`src/rtl/cpu_core_param_pkg.sv`:
```
// Shared definitions for the parametrised multicycle core: FSM states,
// flag bit positions, opcode numbering and operand-usage decode helpers.
package cpu_core_param_pkg;

  typedef enum logic [2:0] {F_OP, F_P1, F_P2, EXEC, MEM, FAULT} state_e;

  localparam int unsigned FLAG_CF = 0;
  localparam int unsigned FLAG_ZF = 1;
  localparam int unsigned FLAG_OF = 2;

  localparam logic [7:0] OP_NOP  = 8'h00, OP_SCF  = 8'h01, OP_CCF  = 8'h02, OP_COF = 8'h03;
  localparam logic [7:0] OP_CZF  = 8'h04, OP_MOV1 = 8'h05, OP_MOV2 = 8'h06, OP_MOV3 = 8'h07;
  localparam logic [7:0] OP_MOV4 = 8'h08, OP_POP  = 8'h09, OP_OUT  = 8'h0A, OP_PUSH = 8'h0B;
  localparam logic [7:0] OP_ADD  = 8'h0C, OP_ADC  = 8'h0D, OP_SUB  = 8'h0E, OP_SUC  = 8'h0F;
  localparam logic [7:0] OP_CMP  = 8'h14, OP_AND  = 8'h15, OP_NEG  = 8'h16, OP_NOT  = 8'h17;
  localparam logic [7:0] OP_OR   = 8'h18, OP_SHL  = 8'h19, OP_SHR  = 8'h1A, OP_XOR  = 8'h1B;
  localparam logic [7:0] OP_TEST = 8'h1C, OP_CALL = 8'h1E, OP_RET  = 8'h1F, OP_JMP  = 8'h20;
  localparam logic [7:0] OP_JC   = 8'h21, OP_JNC  = 8'h22, OP_JZ   = 8'h23, OP_JNZ  = 8'h24;
  localparam logic [7:0] OP_JO   = 8'h25, OP_JNO  = 8'h26, OP_IN   = 8'h28, OP_XCH  = 8'h29;

  // par1 names a register (as opposed to an address or immediate)
  function automatic logic uses_p1_reg(input logic [7:0] op);
    case (op)
      OP_MOV1, OP_MOV2, OP_MOV3, OP_POP, OP_PUSH, OP_IN, OP_XCH,
      OP_ADD, OP_ADC, OP_SUB, OP_SUC, OP_CMP, OP_AND, OP_OR, OP_XOR,
      OP_TEST, OP_NOT, OP_NEG, OP_SHL, OP_SHR: return 1'b1;
      default: return 1'b0;
    endcase
  endfunction

  function automatic logic uses_p2_reg(input logic [7:0] op);
    case (op)
      OP_MOV1, OP_MOV4, OP_OUT, OP_XCH,
      OP_ADD, OP_ADC, OP_SUB, OP_SUC, OP_CMP,
      OP_AND, OP_OR, OP_XOR, OP_TEST: return 1'b1;
      default: return 1'b0;
    endcase
  endfunction

endpackage

```
`src/rtl/cpu_core_param_if.sv`:
```
// Memory bus between the core (master) and program/data memory (slave).
interface cpu_core_param_if #(parameter int unsigned WIDTH = 16) ();
  logic             mem_req;
  logic             mem_we;
  logic [WIDTH-1:0] mem_addr;
  logic [WIDTH-1:0] mem_wdata;
  logic [WIDTH-1:0] mem_rdata;
  logic             mem_ack;

  modport master (output mem_req, mem_we, mem_addr, mem_wdata, input mem_rdata, mem_ack);
  modport slave  (input mem_req, mem_we, mem_addr, mem_wdata, output mem_rdata, mem_ack);
endinterface

```
`src/rtl/cpu_core_param_alu.sv`:
```
// Combinational ALU: arithmetic with carry/borrow and signed overflow,
// bitwise logic, negate and single-bit shifts.
module cpu_alu_param
  import cpu_core_param_pkg::*;
#(
  parameter int unsigned WIDTH = 16
) (
  input  logic [7:0]       op,
  input  logic [WIDTH-1:0] a,
  input  logic [WIDTH-1:0] b,
  input  logic             cf_in,
  output logic [WIDTH-1:0] y,
  output logic             cf,
  output logic             zf,
  output logic             of
);
  logic [WIDTH:0] wide;
  logic           cin;

  always_comb begin
    wide = '0;
    y    = '0;
    cf   = 1'b0;
    of   = 1'b0;
    cin  = cf_in & ((op == OP_ADC) | (op == OP_SUC));
    case (op)
      OP_ADD, OP_ADC: begin
        wide = {1'b0, a} + {1'b0, b} + {{WIDTH{1'b0}}, cin};
        y    = wide[WIDTH-1:0];
        cf   = wide[WIDTH];
        of   = (a[WIDTH-1] == b[WIDTH-1]) && (y[WIDTH-1] != a[WIDTH-1]);
      end
      OP_SUB, OP_SUC, OP_CMP: begin
        // bit WIDTH of the extended difference is the borrow
        wide = {1'b0, a} - {1'b0, b} - {{WIDTH{1'b0}}, cin};
        y    = wide[WIDTH-1:0];
        cf   = wide[WIDTH];
        of   = (a[WIDTH-1] != b[WIDTH-1]) && (y[WIDTH-1] != a[WIDTH-1]);
      end
      OP_AND, OP_TEST: y = a & b;
      OP_OR:           y = a | b;
      OP_XOR:          y = a ^ b;
      OP_NOT:          y = ~a;
      OP_NEG: begin
        y  = '0 - a;
        cf = |a;
        of = a[WIDTH-1] & y[WIDTH-1];
      end
      OP_SHL: begin
        y  = {a[WIDTH-2:0], 1'b0};
        cf = a[WIDTH-1];
      end
      OP_SHR: begin
        y  = {1'b0, a[WIDTH-1:1]};
        cf = a[0];
      end
      default: y = '0;
    endcase
    zf = (y == '0);
  end
endmodule

```
`src/rtl/cpu_core_param.sv`:
```
// Parametrised multicycle core: 3-word fetch over a req/ack bus, register
// file, bounded hardware stack, IO port and an absorbing FAULT state.
module cpu_core_param
  import cpu_core_param_pkg::*;
#(
  parameter int unsigned      WIDTH       = 16,
  parameter int unsigned      NREG        = 4,
  parameter int unsigned      STACK_DEPTH = 16,
  parameter logic [WIDTH-1:0] RESET_PC    = '0
) (
  input  logic                clk,
  input  logic                rst_n,
  cpu_core_param_if.master    bus,
  input  logic [WIDTH-1:0]    in,
  output logic [WIDTH-1:0]    base,
  output logic [WIDTH-1:0]    data,
  output logic                out_valid,
  output logic                halted
);
  localparam int unsigned RW  = $clog2(NREG);
  localparam int unsigned SPW = $clog2(STACK_DEPTH + 1);
  localparam int unsigned SIW = (STACK_DEPTH > 1) ? $clog2(STACK_DEPTH) : 1;

  state_e           state, state_d;
  logic [WIDTH-1:0] pc, pc_d, opw, p1, p2;
  logic [WIDTH-1:0] regs   [NREG];
  logic [WIDTH-1:0] regs_d [NREG];
  logic [WIDTH-1:0] stack  [STACK_DEPTH];
  logic [SPW-1:0]   sp, sp_d;
  logic [2:0]       flags, flags_d;
  logic             req_d, bad, stk_we, out_we;
  logic [WIDTH-1:0] stk_wdata;

  logic [7:0]       op;
  logic             ack, op_ok, f1_ok, f2_ok, stk_full, stk_empty;
  logic [RW-1:0]    i1, i2;
  logic [WIDTH-1:0] r1, r2, stk_top;
  logic [SIW-1:0]   wr_idx, top_idx;
  logic [WIDTH-1:0] alu_y;
  logic             alu_cf, alu_zf, alu_of;

  assign op        = opw[7:0];
  assign op_ok     = (opw >> 8) == '0;
  assign i1        = p1[RW-1:0];
  assign i2        = p2[RW-1:0];
  assign f1_ok     = (p1 >> RW) == '0;
  assign f2_ok     = (p2 >> RW) == '0;
  assign r1        = regs[i1];
  assign r2        = regs[i2];
  assign ack       = bus.mem_req & bus.mem_ack;
  assign stk_full  = (sp == SPW'(STACK_DEPTH));
  assign stk_empty = (sp == '0);
  assign wr_idx    = SIW'(sp);
  assign top_idx   = SIW'(sp - SPW'(1));
  assign stk_top   = stack[top_idx];
  assign halted    = (state == FAULT);

  cpu_alu_param #(.WIDTH(WIDTH)) u_alu (
    .op   (op),
    .a    (r1),
    .b    (r2),
    .cf_in(flags[FLAG_CF]),
    .y    (alu_y),
    .cf   (alu_cf),
    .zf   (alu_zf),
    .of   (alu_of)
  );

  always_comb begin
    state_d   = state;
    pc_d      = pc;
    sp_d      = sp;
    flags_d   = flags;
    regs_d    = regs;
    bad       = 1'b0;
    stk_we    = 1'b0;
    stk_wdata = r1;
    out_we    = 1'b0;
    case (state)
      F_OP: if (ack) state_d = F_P1;
      F_P1: if (ack) state_d = F_P2;
      F_P2: if (ack) state_d = EXEC;
      MEM: if (ack) begin
        if (op == OP_MOV3) regs_d[i1] = bus.mem_rdata;
        state_d = F_OP;
      end
      EXEC: begin
        state_d = F_OP;
        pc_d    = pc + WIDTH'(3);
        bad     = !op_ok || (uses_p1_reg(op) && !f1_ok) || (uses_p2_reg(op) && !f2_ok);
        case (op)
          OP_NOP: ;
          OP_SCF: flags_d[FLAG_CF] = 1'b1;
          OP_CCF: flags_d[FLAG_CF] = 1'b0;
          OP_COF: flags_d[FLAG_OF] = 1'b0;
          OP_CZF: flags_d[FLAG_ZF] = 1'b0;
          OP_MOV1: regs_d[i1] = r2;
          OP_MOV2: regs_d[i1] = p2;
          OP_MOV3, OP_MOV4: state_d = MEM;
          OP_IN:  regs_d[i1] = in;
          OP_OUT: out_we = 1'b1;
          OP_XCH: begin
            regs_d[i1] = r2;
            regs_d[i2] = r1;
          end
          OP_PUSH: if (stk_full) bad = 1'b1;
            else begin
              stk_we = 1'b1;
              sp_d   = sp + SPW'(1);
            end
          OP_POP: if (stk_empty) bad = 1'b1;
            else begin
              regs_d[i1] = stk_top;
              sp_d       = sp - SPW'(1);
            end
          OP_ADD, OP_ADC, OP_SUB, OP_SUC, OP_AND, OP_OR, OP_XOR,
          OP_NOT, OP_NEG, OP_SHL, OP_SHR, OP_CMP, OP_TEST: begin
            if (op != OP_CMP && op != OP_TEST) regs_d[i1] = alu_y;
            flags_d[FLAG_CF] = alu_cf;
            flags_d[FLAG_ZF] = alu_zf;
            flags_d[FLAG_OF] = alu_of;
          end
          OP_JMP: pc_d = p1;
          OP_JC:  if (flags[FLAG_CF])  pc_d = p1;
          OP_JNC: if (!flags[FLAG_CF]) pc_d = p1;
          OP_JZ:  if (flags[FLAG_ZF])  pc_d = p1;
          OP_JNZ: if (!flags[FLAG_ZF]) pc_d = p1;
          OP_JO:  if (flags[FLAG_OF])  pc_d = p1;
          OP_JNO: if (!flags[FLAG_OF]) pc_d = p1;
          OP_CALL: if (stk_full) bad = 1'b1;
            else begin
              stk_we    = 1'b1;
              stk_wdata = pc + WIDTH'(3);
              sp_d      = sp + SPW'(1);
              pc_d      = p1;
            end
          OP_RET: if (stk_empty) bad = 1'b1;
            else begin
              pc_d = stk_top;
              sp_d = sp - SPW'(1);
            end
          default: bad = 1'b1;
        endcase
        // a faulting instruction leaves every architectural register untouched
        if (bad) begin
          state_d = FAULT;
          pc_d    = pc;
          sp_d    = sp;
          flags_d = flags;
          regs_d  = regs;
          stk_we  = 1'b0;
          out_we  = 1'b0;
        end
      end
      FAULT: ;
      default: state_d = FAULT;
    endcase
    req_d = (state_d == F_OP) || (state_d == F_P1) || (state_d == F_P2) || (state_d == MEM);
  end

  always_comb begin
    bus.mem_addr  = pc;
    bus.mem_we    = 1'b0;
    bus.mem_wdata = r2;
    case (state)
      F_P1: bus.mem_addr = pc + WIDTH'(1);
      F_P2: bus.mem_addr = pc + WIDTH'(2);
      MEM: begin
        bus.mem_we   = (op == OP_MOV4);
        bus.mem_addr = (op == OP_MOV4) ? p1 : p2;
      end
      default: bus.mem_addr = pc;
    endcase
  end

  // mem_req is registered so reset drops it in the very next cycle
  always_ff @(posedge clk) begin
    if (!rst_n) begin
      state       <= F_OP;
      pc          <= RESET_PC;
      sp          <= '0;
      flags       <= '0;
      bus.mem_req <= 1'b0;
      out_valid   <= 1'b0;
      base        <= '0;
      data        <= '0;
      opw         <= '0;
      p1          <= '0;
      p2          <= '0;
      for (int unsigned i = 0; i < NREG; i++) regs[i] <= '0;
    end else begin
      state       <= state_d;
      pc          <= pc_d;
      sp          <= sp_d;
      flags       <= flags_d;
      regs        <= regs_d;
      bus.mem_req <= req_d;
      out_valid   <= out_we;
      if (out_we) begin
        base <= p1;
        data <= r2;
      end
      if (ack) begin
        case (state)
          F_OP:    opw <= bus.mem_rdata;
          F_P1:    p1  <= bus.mem_rdata;
          F_P2:    p2  <= bus.mem_rdata;
          default: ;
        endcase
      end
    end
  end

  always_ff @(posedge clk) begin
    if (rst_n && stk_we) stack[wr_idx] <= stk_wdata;
  end
endmodule

```
`src/flat_wrapper.sv`:
```
// flat-port wrapper written by rule: the top's interface ports become plain ports
module cpu_core_param_flat import cpu_core_param_pkg::*;
#(
  parameter int unsigned      WIDTH       = 16,
  parameter int unsigned      NREG        = 4,
  parameter int unsigned      STACK_DEPTH = 16,
  parameter logic [WIDTH-1:0] RESET_PC    = '0
)
  (clk, rst_n, in, base, data, out_valid, halted, bus_mem_req, bus_mem_we, bus_mem_addr, bus_mem_wdata, bus_mem_rdata, bus_mem_ack);
  cpu_core_param_if #(.WIDTH(WIDTH)) bus_i ();
  input  logic clk;
  input  logic rst_n;
  input  logic [WIDTH-1:0] in;
  output logic [WIDTH-1:0] base;
  output logic [WIDTH-1:0] data;
  output logic out_valid;
  output logic halted;
  output wire logic [$bits(bus_i.mem_req)-1:0] bus_mem_req;
  output wire logic [$bits(bus_i.mem_we)-1:0] bus_mem_we;
  output wire logic [$bits(bus_i.mem_addr)-1:0] bus_mem_addr;
  output wire logic [$bits(bus_i.mem_wdata)-1:0] bus_mem_wdata;
  input wire logic [$bits(bus_i.mem_rdata)-1:0] bus_mem_rdata;
  input wire logic [$bits(bus_i.mem_ack)-1:0] bus_mem_ack;
  assign bus_mem_req = bus_i.mem_req;
  assign bus_mem_we = bus_i.mem_we;
  assign bus_mem_addr = bus_i.mem_addr;
  assign bus_mem_wdata = bus_i.mem_wdata;
  assign bus_i.mem_rdata = bus_mem_rdata;
  assign bus_i.mem_ack = bus_mem_ack;
  cpu_core_param #(.WIDTH(WIDTH), .NREG(NREG), .STACK_DEPTH(STACK_DEPTH), .RESET_PC(RESET_PC)) u_core (.clk(clk), .rst_n(rst_n), .bus(bus_i), .in(in), .base(base), .data(data), .out_valid(out_valid), .halted(halted));
endmodule
```
`config.mk`:
```
export PLATFORM = sky130hd
export DESIGN_NAME = cpu_core_param_flat
export DESIGN_NICKNAME = d
export VERILOG_FILES = /design/src/rtl/cpu_core_param_pkg.sv /design/src/rtl/cpu_core_param_if.sv /design/src/rtl/cpu_core_param_alu.sv /design/src/rtl/cpu_core_param.sv /design/src/flat_wrapper.sv
export SDC_FILE = /design/constraint.sdc
export NUM_CORES = 1
export LEC_CHECK = 0
export BUFFER_PORTS_ARGS = -buffer_cell sky130_fd_sc_hd__buf_2
export CORE_AREA = 3 3 192 335
export DETAILED_ROUTE_END_ITERATION = 7
export DIE_AREA = 0 0 195 338
export MAX_ROUTING_LAYER = met4
export PLACE_DENSITY = 0.59
export SLEW_MARGIN = 5
export SYNTH_ARGS = -nofsm -noshare
export SYNTH_HDL_FRONTEND = slang
export SYNTH_HIERARCHICAL = 1
export SYNTH_SLANG_ARGS = --single-unit
export TNS_END_PERCENT = 20
```
`constraint.sdc`:
```
create_clock -name clk -period 5.7 [get_ports clk]
set_clock_uncertainty 0.15 [all_clocks]
set_input_delay 0.57 -clock clk [delete_from_list [all_inputs] [get_ports clk]]
set_output_delay 0.57 -clock clk [all_outputs]
set_load 0.02 [all_outputs]
```
### Word level (Yosys, flattened, before mapping)

Memory sizes are Yosys's and may differ from the RTL's. A register that Yosys moved wholly into a read port is not among the register bits.
Index checks and enable logic that the tools add are counted.

* $lt $le $gt $ge: 4
* add/subtract/negate cells: 10
* muxes and demuxes: 76
* equality and inequality tests: 58
* bitwise logic cells: 11
* reductions and logical operators: 48

Operators by type and width (number)
* $bwmux W64: 7
* $pmux W64 S6: 1
* $mux W64: 5
* $mux W16: 18
* $pmux W16 S9: 2
* $pmux W64 S2: 1
* $eq A8 B5 Y1 const B: 11
* $eq A8 B6 Y1 const B: 9
* $bmux W16 S2: 2
* $demux W16 S2: 2
* $eq A8 B4 Y1 const B: 8
* $logic_not A16 Y1: 4
* $pmux W16 S3: 1
* $add A16 B2 Y16 const B: 2
* $eq A8 B3 Y1 const B: 4
* $reduce_or A32 Y1: 1
* $mux W6: 4
* $mux W3: 6
* $pmux W3 S6: 1
* $add A16 B16 Y17: 1
* $add A17 B1 Y17: 1
* $mux W1: 17
* $sub A16 B16 Y17: 1
* $sub A17 B1 Y17: 1
* other kinds (50): 97

* input bits: 35
* bits in read-only memories: 128
* flip-flop bits (word level): 173
* bits in writable memories: 256
* memories: 3
* output and inout port bits: 68

Memories
* u_core.stack: words 16, bits a word 16, read ports 1, clocked after memory_dff 0, wr ports 1, RTL line cpu_core_param.sv:28 `logic [WIDTH-1:0] stack [STACK_DEPTH];`
* (no name shown): words 64, bits a word 1, read ports 1, clocked after memory_dff 1, wr ports 0, RTL line cpu_core_param_pkg.sv:23 `case (op)`
* (no name shown): words 64, bits a word 1, read ports 1, clocked after memory_dff 1, wr ports 0, RTL line cpu_core_param_pkg.sv:32 `case (op)`

### Depth between registers and ports, before layout

Gate-level depths: netlist of the first run.

* depth in word-level cells: 15
* gate-level depth with buffers: 22
* mapped depth without buffers: 19

### By module

Netlist of the first run, hierarchy kept.

Modules (own cells, without submodules)
* cpu_core_param: area an instance 24209.5 sq um, cells each 2444, instances 1
* cpu_alu_param: area an instance 3622.2 sq um, cells each 513, instances 1

### Least setup slack after synthesis of the first run

No wires, ideal clock.

* kind: flip-flop to flip-flop
* start: register u_core.p2[0]
* end: register u_core/regs[26] (netlist name)
* arrival time: 4.850 ns
* setup slack: 0.570 ns
* stages on the path, launching flop included: 21
* setup time: 0.130 ns
* buffers on the path: 3
* clock period less this slack: 5.130 ns
* cell sequence: dfxtp_1 buf_2 buf_2 clkbuf_1 a211oi_1 a21oi_1 inv_1 ha_1 ha_1 o21ai_1 a211oi_1 a31o_2 a21o_1 a21oi_1 xor2_1 o221ai_1 a221o_1 o21bai_1 and3_1 o41ai_1 a21oi_1

* longest elaborated chain between the ends: 12
* elaborated cells between the ends (all ways): 24

Ends and longest elaborated chain
* from (decl): RTL line cpu_core_param.sv:25 `logic [WIDTH-1:0] pc, pc_d, opw, p1, p2;`
* from (signal assigned): RTL line cpu_core_param.sv:207 `F_P2: p2 <= bus.mem_rdata;`
* $not A2 Y3 (not written as such) *: RTL line cpu_core_param.sv:49 `assign r2 = regs[i2];`
* $bmux W16 S2 *: RTL line cpu_core_param.sv:49
* $mux W16 (not written as such) * (2 in series): RTL line cpu_core_param.sv:49
* net bus_mem_wdata[3]: RTL line flat_wrapper.sv:21 `output wire logic [$bits(bus_i.mem_wdata)-1:0] bus_mem_wdata;`
* $sub A16 B16 Y17 or $add A16 B16 Y17 (tied branches): RTL line cpu_core_param_alu.sv:35, cpu_core_param_alu.sv:28
* $sub A17 B1 Y17 or $add A17 B1 Y17 (tied branches): RTL line cpu_core_param_alu.sv:35, cpu_core_param_alu.sv:28
* $pmux W16 S9 *: RTL line cpu_core_param_alu.sv:26 `case (op)`
* net u_core.alu_y[10]: RTL line cpu_core_param.sv:39 `logic [WIDTH-1:0] alu_y;`
* $bwmux W64 *: RTL line cpu_core_param.sv:118 `if (op != OP_CMP && op != OP_TEST) regs_d[i1] = alu_y;`
* $mux W64 *: RTL line cpu_core_param.sv:118
* $pmux W64 S6 *: RTL line cpu_core_param.sv:91 `case (op)`
* $mux W64 *: RTL line cpu_core_param.sv:145 `if (bad) begin`
* $pmux W64 S2 *: RTL line cpu_core_param.sv:79 `case (state)`
* to (signal assigned): RTL line cpu_core_param.sv:196 `regs <= regs_d;`
* to (decl): RTL line cpu_core_param.sv:26 `logic [WIDTH-1:0] regs [NREG];`

Mark *: on every way through the listed nets, which the timed path passes. The rest lies on a longest branch. The select of a mux whose other input is x is not followed.
A chain may end at the register's enable or synchronous reset.

### Worst setup path in the final report of the first run

* start: register u_core.p1[1]
* end: register u_core/regs[26] (netlist name)

* longest elaborated chain between the ends: 12
* elaborated cells between the ends (all ways): 33

Ends and longest elaborated chain
* from (decl): RTL line cpu_core_param.sv:25
* from (signal assigned): RTL line cpu_core_param.sv:206 `F_P1: p1 <= bus.mem_rdata;`
* $not A2 Y3 (not written as such) *: RTL line cpu_core_param.sv:48 `assign r1 = regs[i1];`
* $bmux W16 S2 *: RTL line cpu_core_param.sv:48
* $mux W16 (not written as such) * (2 in series): RTL line cpu_core_param.sv:48
* net u_core.r1[0]: RTL line cpu_core_param.sv:37 `logic [WIDTH-1:0] r1, r2, stk_top;`
* $sub A16 B16 Y17 or $add A16 B16 Y17 (tied branches): RTL line cpu_core_param_alu.sv:35, cpu_core_param_alu.sv:28
* $sub A17 B1 Y17 or $add A17 B1 Y17 (tied branches): RTL line cpu_core_param_alu.sv:35, cpu_core_param_alu.sv:28
* $pmux W16 S9 *: RTL line cpu_core_param_alu.sv:26
* net u_core.alu_y[10]: RTL line cpu_core_param.sv:39
* $bwmux W64 *: RTL line cpu_core_param.sv:118
* $mux W64 *: RTL line cpu_core_param.sv:118
* $pmux W64 S6 *: RTL line cpu_core_param.sv:91
* $mux W64 *: RTL line cpu_core_param.sv:145
* $pmux W64 S2 *: RTL line cpu_core_param.sv:79

Marks and branches as above.

==> run summary, run 1 <==
outcome: finished with violations
failing checks: design-rule violations
area of placed instances: 0.0300 mm²
CTS sink cnt: 431
Yosys warnings: 6
nets: 3184
Starting Density: 0.448
Yosys cell types: 103
Via Count: 27300
first-pass GRT wire length: 195000 µm
fin crit share: 0.950
die footprint: 0.0659 mm²
worst relative slew slack: 0.0984
gpl congestion: 1.07
Core Util, Final: 0.507
WP data arrival: 5.76 ns
total power: 6.69 mW
P_leak: 10.9 nW
area delta synth->final: 13.0%
Die Y-Extent: 338 µm
postcts setup bufs: 0
# DRC: 2
Post-DP HPWL: 103000 µm
crit path launch type: register
Clock Tree Root: clkbuf_16
commonest non-fill, non-tap cell in the layout: nand2_1
Post-Route WL: 139000 µm
drt first-iter violations: 3128
row count: 121
Post-synth top flop: edfxtp_1
Seq cells post-synth: 431
Core Area: 0.0621 mm²
final instance area: 0.0314 mm²
average wire per standard cell: 35.6 µm
RSZ-0062 raised after global routing: false
TritonCTS clock tree: done
Post-synth EDFFs: 256
# port buffers: 102
antenna violations before repair: 6
I/O pin cnt: 103
vias in the first global route: 26500
most frequent cells in the layout: 402 x nand2_1, 256 x edfxtp_1, 235 x a21oi_1
sequential share of the synthesized area: 0.402
Final setup viols: 0
Post-Synthesis Cells: 2957
PwrDens: 213 mW/mm²
CP max FO: 12
vias per std cell: 6.98
setup tns final: 0 ns
CTS Buf Count: 43
Async SR Flop Fraction: 0
Reg clk slew, reported paths: 0.07 ns
Final Hold Fails: 0
Syn Std Cell Area: 0.0278 mm²
DRT Pass-1 Iters: 8
Worst-Margin Slew: 1.34 ns
Hold Path Class: primary input to register
Worst Setup Path Type: register to register
Slew Limit Fails: 0
worst path required time: 6.04 ns
clk buf depth: 3
chip width: 195 µm
GRT Total Usage: 0.423
share of cells above drive strength 1: 0.187
hold_buf cts: 0
Max Fclk: 185 MHz
maximum vdd drop: 0.384 mV
H-tree depth: 2
Clock Latency Late Sink: 0.65 ns
Worst setup EP type: register
remaining antenna violation count after routing: 0
global route overflow: 0
largest net degree at the start of global routing: 72
syn_nets: 3071
syn_area_per_cell: 9.41 µm²
number of max-cap violations: 0
final worst path period need: 5.42 ns
## where the power goes
part	switching (mW)	total, mW	internal (mW)
combinational	0.354	0.476	0.122
clock	1.34	2.92	1.57
sequential	0.0215	3.29	3.27
## sequential cells by signal (all words and copies together), names as in the netlist, named ones only
register	cells
u_core/base	16
u_core/bus.mem_req	1
u_core/data	16
u_core/flags	3
u_core/opw	16
u_core/out_valid	1
u_core/p1	16
u_core/p2	16
u_core/pc	16
u_core/regs	64
u_core/sp	5
u_core/stack	256
u_core/state	3
## critical path: stages, from the launching register on
cell and delay [ns]:
dfxtp_1 0.78, mux4_2 0.49, fa_1 0.51, fa_1 0.46, o21ai_1 0.21, a211oi_1 0.14
a31o_2 0.28, a21o_1 0.17, a21oi_1 0.37, xor2_1 0.22, o221ai_1 0.20, a221o_1 0.43
o21bai_1 0.20, and3_1 0.20, o41ai_1 0.32, a21oi_1 0.11
## worst paths after layout
kind,slack [ns],endpoint,depth (start not counted),start
worst max-delay path,0.28,u_core/regs[26],15,u_core/p1[1]
worst min-delay path,0.14,u_core/opw[13],3,bus_mem_rdata[13]
worst max register to register,0.28,u_core/regs[26],15,u_core/p1[1]
worst min register to register,0.30,u_core/data[9],2,u_core/data[9]
## through the flow
stage | hold slack, ns | setup slack, ns | cells
CTS | 0.129 | 0.233 | 3902
detailed placement | 0.290 | 0.246 | 3824
global route | 0.144 | 0.101 | 3907
global placement | 0.287 | 0.277 | 3824
floorplan | 0.286 | 0.570 | 2957
finish | 0.141 | 0.285 | 3909
## cell families (layout without fill, tap and decap cells)
kind of cell             count (synthesis)  after routing  synth area share
adder cells (fa/ha/maj)                 79             79            0.0366
AND/OR/NAND/NOR                        963            963             0.164
XOR/XNOR                                58             58            0.0185
buffers and inverters                  311            457            0.0468
AO/OA/AOI/OAI                          919            919             0.216
flip-flops                             431            431             0.402
multiplexers                           196            196             0.116
other                                    0              7                 0
## layout make-up
| class | count | area [µm²] |
|---|---|---|
| Fill cell | 5797 | 30600 |
| Multi-Input combinational cell | 2215 | 15500 |
| Sequential cell | 431 | 11200 |
| Timing Repair Buffer | 303 | 2060 |
| Clock buffer | 55 | 1170 |
| Tap cell | 799 | 1000 |
| Inverter | 76 | 287 |
| Clock inverter | 23 | 239 |
| Antenna cell | 7 | 17.5 |
## cell usage after synthesis, types with 12 or more instances
cell,number,area [µm²]
and3_1,34,213
a22oi_1,20,150
a21o_1,12,90.1
or3_1,18,113
mux2_2,24,270
edfxtp_1,256,7690
o2bb2ai_1,13,114
a31oi_1,90,563
buf_2,54,270
mux2i_1,72,721
nand2b_1,23,144
nand3b_1,12,90.1
xor2_1,19,166
nand2_1,402,1510
xnor2_1,38,333
o21ai_0,191,956
o211ai_1,28,210
nor2b_1,24,150
ha_1,75,938
o31ai_1,20,150
o221ai_1,19,166
a21oi_1,235,1180
a211oi_1,35,263
and2_1,22,138
a221o_1,18,180
buf_1,18,67.6
a221oi_1,15,131
nor4_1,23,144
dfxtp_1,175,3500
o22ai_1,50,313
inv_1,74,278
nor3_1,63,315
o21a_1,23,173
nand3_1,68,340
nor2_1,191,717
mux4_2,99,2230
clkbuf_1,150,563
nand4_1,27,169
## timing repair
action                                 CTS  global route
resized for setup                        0             2
setup endpoints to repair                0             4
endpoints found under the hold margin    0             0
## per-layer routing
layer  wire length [µm]  GRT usage  vias to the layer above
li1                   -          -                    11500
met1              42700      0.404                    13200
met2              67200      0.698                     1883
met3              12400      0.102                      741
met4              17100      0.402                        0
met5                  0          -                        -
(Power assumes the default switching activity.)
==> run 2, diff against run 1 <==
--- a/config.mk
+++ b/config.mk
@@ -5,12 +5,13 @@
 export SDC_FILE = /design/constraint.sdc
 export NUM_CORES = 1
 export LEC_CHECK = 0
+export ABC_AREA = 1
 export BUFFER_PORTS_ARGS = -buffer_cell sky130_fd_sc_hd__buf_2
-export CORE_AREA = 3 3 192 335
+export CORE_AREA = 3 3 208 363
 export DETAILED_ROUTE_END_ITERATION = 7
-export DIE_AREA = 0 0 195 338
+export DIE_AREA = 0 0 211 366
 export MAX_ROUTING_LAYER = met4
-export PLACE_DENSITY = 0.59
+export PLACE_DENSITY = 0.58
 export SLEW_MARGIN = 5
 export SYNTH_ARGS = -nofsm -noshare
 export SYNTH_HDL_FRONTEND = slang
==> constraint.sdc (replaced) <==
create_clock -name clk -period 5.7 [get_ports clk]
set_clock_uncertainty 0.15 [all_clocks]
set_input_delay 0.57 -clock clk [delete_from_list [all_inputs] [get_ports clk]]
set_output_delay 0.57 -clock clk [all_outputs]
set_load 0.005 [all_outputs]
==> run 2 against run 1 <==
Synthesized area grew 17%. Sequential share of layout area is 4.6 points lower. The run now ends clean. Critical path depth increased by 8. Combinational power rose to 4.2 times the previous value. Largest cell class unchanged. Die area is 17% higher. Sequential power is 3% higher.
==> run summary, run 2 <==
area of placed instances: 0.0344 mm² (+15%)
area delta synth->final: 10.5%
Worst Setup Path Type: register to register
pre-CTS WS: 0.558 ns (+0.312 ns)
Starting Density: 0.447 (-0.00107)
most frequent cells in the layout: 1906 x nand2_1, 746 x nor2_1, 591 x nand3_1
H-tree depth: 2 (unchanged)
Yosys cell types: 54 (-48%)
Max Fclk: 185 MHz (+0.39%)
CTS sink cnt: 431 (unchanged)
Async SR Flop Fraction: 0 (unchanged)
hold_buf cts: 0 (unchanged)
Final setup viols: 0 (unchanged)
WHS: 0.185 ns (+0.0441 ns)
Yosys warnings: 6 (unchanged)
Clock Tree Root: clkbuf_16
Post-synth top flop: edfxtp_1
gpl congestion: 1.02 (-4.7%)
remaining antenna violation count after routing: 0 (unchanged)
postcts setup bufs: 0 (unchanged)
setup tns final: 0 ns (unchanged)
antenna violations before repair: 16 (+10)
Worst-Margin Slew: 0.987 ns (-0.349 ns)
Core Area: 0.0729 mm² (+18%)
number of max-cap violations: 0 (unchanged)
Post-Place Cells: 6218 (+63%)
outcome: finished, final reports clean
Worst setup EP type: register
Clock Latency Late Sink: 0.63 ns (-0.02 ns)
Syn Std Cell Area: 0.0326 mm² (+17%)
chip width: 211 µm (+8.2%)
first-pass GRT wire length: 223000 µm (+14%)
I/O pin cnt: 103 (unchanged)
CP max FO: 52 (+40)
P_leak: 18.1 nW (+67%)
commonest non-fill, non-tap cell in the layout: nand2_1
vias in the first global route: 34200 (+29%)
Post-Synthesis Cells: 5300 (+79%)
crit path launch type: register
Post-Route WL: 155000 µm (+11%)
sequential share of the synthesized area: 0.343 (-0.0591)
maximum vdd drop: 0.376 mV (-2.2%)
PnR worst setup slack: 0.306 ns (+0.0210 ns)
vias per std cell: 5.71 (-18%)
DRT Pass-1 Iters: 8 (unchanged)
clk buf depth: 3 (unchanged)
Die Y-Extent: 366 µm (+8.3%)
row count: 131 (+8.3%)
WP data arrival: 5.75 ns (about the same)
share of cells above drive strength 1: 0.0790 (-0.108)
Yosys top cell area share: 0.236 (-0.0406)
largest net degree at the start of global routing: 86 (+19%)
Reg clk slew, reported paths: 0.07 ns (about the same)
PwrDens: 239 mW/mm² (+12%)
Synth area leaders: edfxtp_1 24%, nand2_1 22%, dfxtp_1 11%
fin crit share: 0.946 (-0.00368)
global route overflow: 0 (unchanged)
post-route insts no fill: 6316 (+62%)
Hold Path Class: primary input to register
post-cts resize count: 0 (unchanged)
drt first-iter violations: 3275 (+4.7%)
RSZ-0062 raised after global routing: false
worst path required time: 6.06 ns (+0.02 ns)
nets: 5447 (+71%)
count leader, synth: nand2_1
Commonest cells post-synth: 1912 x nand2_1, 764 x nor2_1, 591 x nand3_1
Slew Limit Fails: 0 (unchanged)
CTS Buf Count: 44 (+2.3%)
max reg flops: 256 (unchanged)
Post-synth EDFFs: 256 (unchanged)
Seq cells post-synth: 431 (unchanged)
# DRC: 0 (-2)
Final Hold Fails: 0 (unchanged)
Via Count: 36100 (+32%)
syn_area_per_cell: 6.16 µm² (-35%)
syn_nets: 5414 (+76%)
Synth area leader: edfxtp_1
final instance area: 0.0360 mm² (+15%)
# port buffers: 102 (unchanged)
TritonCTS clock tree: done
Post-DP HPWL: 111000 µm (+7.9%)
top flop regs: u_core/stack x256, u_core/regs x64
average wire per standard cell: 24.5 µm (-31%)
worst relative slew slack: 0.325 (+0.227)
die footprint: 0.0772 mm² (+17%)
final worst path period need: 5.39 ns (-0.0210 ns)
GRT Total Usage: 0.402 (-0.0217)
Largest Register: u_core/stack
## run 2: changes by cell type in the layout (fill, tap and decap cells not counted), sizes merged, moves of 32 or more
cell / change
a211oi: -35
a21oi: -42
a31oi: -87
and3: -32
buf: -54
inv: +479
mux2i: -72
mux4: -99
nand2: +1527
nand3: +531
nor2: +589
nor3: -43
xnor2: -35
## run 2: layer usage
metal	up-vias	wire [µm]	part of all wire	global-route usage
met5	-	0	0	-
met2	1691	74400	0.48	0.669
met4	0	19300	0.12	0.384
met3	761	11000	0.071	0.0766
li1	17000	-	-	-
met1	16600	49900	0.32	0.384
## run 2: worst max-delay path, cell delays in order, from the launching register on
cell and delay [ns]:
dfxtp_1 0.54, inv_1 0.22, nand2_4 0.28, buf_12 0.30
buf_4 0.25, nor2_1 0.06, a21oi_1 0.37, nand2_1 0.40
inv_1 0.36, ha_1 0.36, ha_1 0.38, nand3b_1 0.19
nand3_1 0.10, nand3_1 0.47, nor2_1 0.24, nor2_1 0.07
nor2_1 0.10, nand2_1 0.06, nand2_1 0.05, nand2_1 0.05
nand2_1 0.05, nand2_1 0.04, nor2_1 0.09, nor2_1 0.06
## run 2: worst paths after layout
kind | from | to | slack, ns | depth (start not counted)
setup / recovery | u_core/p1[1] | u_core/regs[63] | 0.31 | 23
hold / removal | bus_mem_rdata[15] | u_core/opw[15] | 0.18 | 3
setup reg to reg | u_core/p1[1] | u_core/regs[63] | 0.31 | 23
hold reg to reg | u_core/opw[13] | u_core/opw[13] | 0.30 | 2
## run 2: cell families after synthesis
| logic type | count (synthesis) | share of synthesized area |
|---|---|---|
| AOI/OAI and AO/OA | 557 | 0.0940 |
| DFF | 431 | 0.343 |
| buffers and inverters | 819 | 0.0994 |
| and+or+nand+nor | 3396 | 0.428 |
| xor gates and xnor gates | 18 | 0.00483 |
| adders and majority gates | 79 | 0.0312 |
## run 2: layout make-up
class	instances	area (µm²)
repair buffers	249	1720
diodes	16	40.0
fillers	7798	36900
clock buffers	60	1180
multi-input cells	4050	18300
inverters	557	2090
clock inverters	22	372
well taps	931	1160
flip-flops and latches	431	11200
## run 2: per-stage QoR
stage,util,power (mW)
6_report,0.494,8.61
5_1_grt,0.494,8.97
4_1_cts,0.494,8.58
3_5_place_dp,0.472,5.38
2_1_floorplan,-,4.71
3_3_place_gp,0.472,5.39
## run 2: power breakdown
part           internal (mW)  switching [mW]
sequential              3.33          0.0643
clock                   1.88            1.34
combinational          0.547            1.45
total                   5.76            2.86
